[config.mk]
export PLATFORM = sky130hd
export DESIGN_NAME = axi_tx_channel
export DESIGN_NICKNAME = d
export VERILOG_FILES = /design/src/rtl/axi_tx_channel.sv
export SDC_FILE = /design/constraint.sdc
export NUM_CORES = 1
export LEC_CHECK = 0
export CORE_MARGIN = 3
export CORE_UTILIZATION = 49
export DETAILED_ROUTE_END_ITERATION = 6
export GPL_TIMING_DRIVEN = 0
export PLACE_DENSITY = 0.74
export SETUP_SLACK_MARGIN = 0.5
export SYNTH_ARGS = -nofsm -noshare
export SYNTH_HDL_FRONTEND = slang
export SYNTH_SLANG_ARGS = --single-unit
[constraint.sdc]
create_clock -name ACLK -period 2.2 [get_ports ACLK]
set_input_delay 0.22 -clock ACLK [delete_from_list [all_inputs] [get_ports ACLK]]
set_output_delay 0.22 -clock ACLK [all_outputs]
set_load 0.01 [all_outputs]
[src/rtl/axi_tx_channel.sv]
// ----------------------------------------------------------------------------
// AxiTxChannel: transmit end of a single-beat VALID/READY channel.
//
// Words pushed by the upper module are buffered in a DEPTH-entry FIFO and
// presented one at a time on VALID/xDATA. The FIFO head is offered until the
// receiver takes it with READY, so back-pressure simply stalls the head.
//
// Parameters
//   WIDTH        data word width in bits (>= 1)
//   DEPTH        FIFO entries, power of two, >= 2
//
// Ports
//   ACLK         clock, all state changes on the rising edge
//   ARESETn      asynchronous active-low reset
//   VALID        bus VALID, driven straight from a register
//   READY        bus READY from the receiver
//   xDATA        bus data, always the FIFO head entry
//   tx_data      word from the upper module
//   tx_push      write tx_data into the FIFO this cycle
//   tx_full      FIFO holds DEPTH entries
//   tx_empty     FIFO holds no entries
//   tx_count     current occupancy, 0..DEPTH
//   tx_done      one-cycle pulse the cycle after a handshake
//   tx_overflow  one-cycle pulse the cycle after a push was dropped
// ----------------------------------------------------------------------------
module axi_tx_channel #(
    parameter int WIDTH = 8,
    parameter int DEPTH = 4
) (
    input  logic                       ACLK,
    input  logic                       ARESETn,
    output logic                       VALID,
    input  logic                       READY,
    output logic [WIDTH-1:0]           xDATA,
    input  logic [WIDTH-1:0]           tx_data,
    input  logic                       tx_push,
    output logic                       tx_full,
    output logic                       tx_empty,
    output logic [$clog2(DEPTH):0]     tx_count,
    output logic                       tx_done,
    output logic                       tx_overflow
);

    localparam int PTR_W = $clog2(DEPTH);
    localparam int CNT_W = PTR_W + 1;

    typedef enum logic [1:0] {
        ST_RST  = 2'd0,
        ST_IDLE = 2'd1,
        ST_SEND = 2'd2
    } state_t;

    state_t             r_state;
    logic               r_valid;
    logic               r_done;
    logic               r_overflow;
    logic [PTR_W-1:0]   r_wrPtr;
    logic [PTR_W-1:0]   r_rdPtr;
    logic [CNT_W-1:0]   r_count;
    logic [WIDTH-1:0]   r_mem [DEPTH];

    logic               w_full;
    logic               w_pushAcc;
    logic               w_pop;
    logic [CNT_W-1:0]   w_countNext;

    // Full/empty come from the registered count, so a push into a full FIFO
    // is dropped even when the head leaves on the same edge.
    assign w_full    = (r_count == CNT_W'(DEPTH));
    assign w_pushAcc = tx_push && !w_full;
    assign w_pop     = r_valid && READY;

    always_comb begin
        w_countNext = r_count;
        if (w_pushAcc && !w_pop) begin
            w_countNext = r_count + CNT_W'(1);
        end else if (!w_pushAcc && w_pop) begin
            w_countNext = r_count - CNT_W'(1);
        end
    end

    // Control state, pointers, occupancy and the registered status pulses.
    // VALID is a register set on the edge that leaves the FSM in SEND, so it
    // never follows READY combinationally and holds until the handshake.
    always_ff @(posedge ACLK or negedge ARESETn) begin
        if (!ARESETn) begin
            r_state    <= ST_RST;
            r_valid    <= 1'b0;
            r_done     <= 1'b0;
            r_overflow <= 1'b0;
            r_wrPtr    <= '0;
            r_rdPtr    <= '0;
            r_count    <= '0;
        end else begin
            r_done     <= w_pop;
            r_overflow <= tx_push && w_full;
            r_count    <= w_countNext;
            if (w_pushAcc) begin
                r_wrPtr <= r_wrPtr + PTR_W'(1);
            end
            if (w_pop) begin
                r_rdPtr <= r_rdPtr + PTR_W'(1);
            end
            case (r_state)
                // One guaranteed idle edge after reset release; a push taken
                // here is only seen as occupancy once the FSM sits in IDLE.
                ST_RST: begin
                    r_state <= ST_IDLE;
                    r_valid <= 1'b0;
                end
                ST_IDLE: begin
                    if (w_countNext != '0) begin
                        r_state <= ST_SEND;
                        r_valid <= 1'b1;
                    end
                end
                ST_SEND: begin
                    if (w_countNext == '0) begin
                        r_state <= ST_IDLE;
                        r_valid <= 1'b0;
                    end
                end
                default: begin
                    r_state <= ST_RST;
                    r_valid <= 1'b0;
                end
            endcase
        end
    end

    // Storage needs no reset: entries are only observed after being written.
    always_ff @(posedge ACLK) begin
        if (w_pushAcc) begin
            r_mem[r_wrPtr] <= tx_data;
        end
    end

    assign VALID       = r_valid;
    assign xDATA       = r_mem[r_rdPtr];
    assign tx_full     = w_full;
    assign tx_empty    = (r_count == '0);
    assign tx_count    = r_count;
    assign tx_done     = r_done;
    assign tx_overflow = r_overflow;

endmodule

==> results.json <==
{
  "routed_via_density": 5.082,
  "die_h_um": 66.51,
  "seqCellArea_um2": 1239,
  "cts_tree": "yes",
  "antenna_found_initial": 0,
  "gp_congestion": 0.7912,
  "insertion_delay_ps": 300,
  "cts_root_buf": "clkbuf_8",
  "final_layout_size_suffix_gt1_frac": 0.4094,
  "seq_area_frac_synth": 0.6890,
  "overflow": 0,
  "crit_arrival_ps": 1540,
  "p_leak_nw": 0.9362,
  "num_vias": 991,
  "fin_tns_setup_ps": 0,
  "multi_input_area_um2": 543.0,
  "pwr-share-seq": 0.358,
  "rsz0062_at_grt": "yes",
  "status": "complete, no violations",
  "ys_types": 26,
  "startpoint": "r_rdPtr[0]",
  "final.setup_skew_ps": 6.819,
  "drt_iter0_drc": 51,
  "clkTransAtPathRegs_ps": 80,
  "finalPower_mw": 3.399,
  "syn_area_per_cell_um2": 17.94,
  "worst_pin_slew_ps": 537.1,
  "cts.sinks": 43,
  "swShare": 0.3082,
  "grt_max_degree": 15,
  "fp-row-count": 21,
  "ys_warn_count": 0,
  "powerDensity_nw_per_um2": 1408,
  "end_kind": "output port",
  "track_usage": 0.1705,
  "dp_hpwl_um": 2006,
  "fin_crit_ps": 1765,
  "cts.path.max_buffers": 2,
  "cts_max_level": 2,
  "portBuffers": 27,
  "ioPinCount": 28,
  "timing.slew.headroom": 0.6408,
  "cap_viol_max_count": 0,
  "hold_viol": 0,
  "critPathRequiredTime_ps": 1980,
  "finalSetupViolCount": 0,
  "slew_viol_final": 0,
  "ir_drop_mv": 0.7197,
  "rr_startpoint": "tx_count[0]",
  "pre_cts_slack_ps": 223.0,
  "timing.final.crit_share": 0.8021,
  "synth_seq_cells": 43,
  "mappedNetlistArea_um2": 1794,
  "syn_nets": 119,
  "pwr-share-comb": 0.462,
  "hold_class": "primary input to asynchronous set/reset pin",
  "fmax_mhz": 566.7,
  "die_area_um2": 4424,
  "whs_ps": 269.1,
  "grt_pass1_wl_um": 5216,
  "final_common_cell": "edfxtp_1",
  "pwr-share-clk": 0.180,
  "cp-start-kind": "flip-flop",
  "ant_nets": 0,
  "numCtsBuffers": 5,
  "worstPathMaxFanout": 4,
  "area_growth_syn_to_layout_pct": 34.52,
  "drc_errors": 0,
  "wl_um": 3235,
  "p_int_mw": 2.352,
  "path_class": "flip-flop to output port",
  "core_area_um2": 3442,
  "syn_inst": 100,
  "final_cell_mix": "32 x edfxtp_1, 17 x clkdlybuf4s50_1, 10 x buf_6",
  "die_w_um": 66.51,
  "nets": 167,
  "power.switching_mw": 1.048,
  "grt_pass1_vias": 1044,
  "cts_hold_repair.buffers": 0,
  "final.setup.worst_slack_ps": 435.5,
  "start_util": 0.5213,
  "diodes": 0,
  "first_pass_iters": 4,
  "fill_cells": 222,
  "wl_per_cell_um": 16.59
}
[synth_stat cells, drive strengths merged]
cell,number,area [um2]
nand2,4,17.52
mux2i,1,10.01
a21boi,2,26.28
inv,7,26.27
nor2,1,3.750
o21ai,2,10.01
buf,2,10.01
nand3,1,5.000
and3,2,13.77
mux4,8,180.2
a31oi,1,12.51
xnor2,7,61.31
and2b,1,8.760
ha,7,87.58
edfxtp,32,960.9
clkbuf,1,3.750
and2,5,32.53
dfrtp,11,275.3
nand4b,2,17.52
maj3,3,31.28
[registers in the layout (all words and copies together), names as in the netlist]
name,cells
tx_done,1
r_state,2
tx_count,3
r_wrPtr,2
r_mem,32
r_rdPtr,2
tx_overflow,1
[layout make-up]
type,instances,area share
Clock buffer,5,0.02851
Buffer,3,0.01140
Timing Repair Buffer,41,0.1690
Inverter,7,0.01089
Clock inverter,3,0.01814
Tap cell,46,0.02385
Multi-Input combinational cell,47,0.2250
Sequential cell,43,0.5132
[metal layers]
layer / routed length, um / vias up / GRT usage
met3: 131 / 5 / 0.06239
met1: 1354 / 503 / 0.2157
li1: - / 467 / -
met5: 0 / - / 0
met4: 46 / 0 / 0.07614
met2: 1703 / 16 / 0.2627
[power by group through the flow]
stage,Sequential (mW),Clock [mW],Combinational [mW]
global placement,1.22,0,1.22
floorplan,1.23,0,0.745
global route,1.24,0.664,1.71
CTS,1.22,0.615,1.37
finish,1.22,0.612,1.57
detailed placement,1.24,0,1.26
[logic make-up (layout without fill, tap and decap cells)]
kind of cell / Yosys count / after routing / synth area share
mux: 9 / 9 / 0.1060
simple gates: 16 / 16 / 0.05509
fa+ha+maj: 10 / 10 / 0.06625
buf+inv: 10 / 59 / 0.02231
compound gates: 5 / 5 / 0.02720
flops: 43 / 43 / 0.6890
xor+xnor: 7 / 7 / 0.03417
[repair_timing]
| action | CTS | global route |
|---|---|---|
| endpoints found under the setup margin | 44 | 33 |
| endpoints found under the hold margin | 0 | 0 |
| setup buffers | 8 | 5 |
| gates cloned | 1 | 0 |
| pin swaps | 4 | 2 |
| gates resized for setup | 44 | 16 |
[worst paths after layout]
check | to | cells after the start | slack (ps)
setup reg to reg | r_state[0] | 7 | 450
setup / recovery | xDATA[5] | 4 | 440
max in group asynchronous | r_rdPtr[0] | 1 | 1550
min in group ACLK | r_mem[2][4] | 1 | 550
hold / removal | r_state[0] | 1 | 270
hold reg to reg | r_state[1] | 2 | 570
[worst max-delay path: stages, from the launching register on]
cell      delay (ps)
dfrtp_2          390
buf_8            120
buf_12           100
mux4_2           490
clkbuf_2         150
[through the flow]
step                instances  utilization  cell area [um2]
detailed placement        173       0.6205             2136
CTS                       190       0.6747             2322
finish                    195       0.7012             2414
global route              195       0.7012             2414
global placement          173       0.6205             2136
floorplan                 100            -             1808
Note: power is estimated with default switching activity, not from simulation.
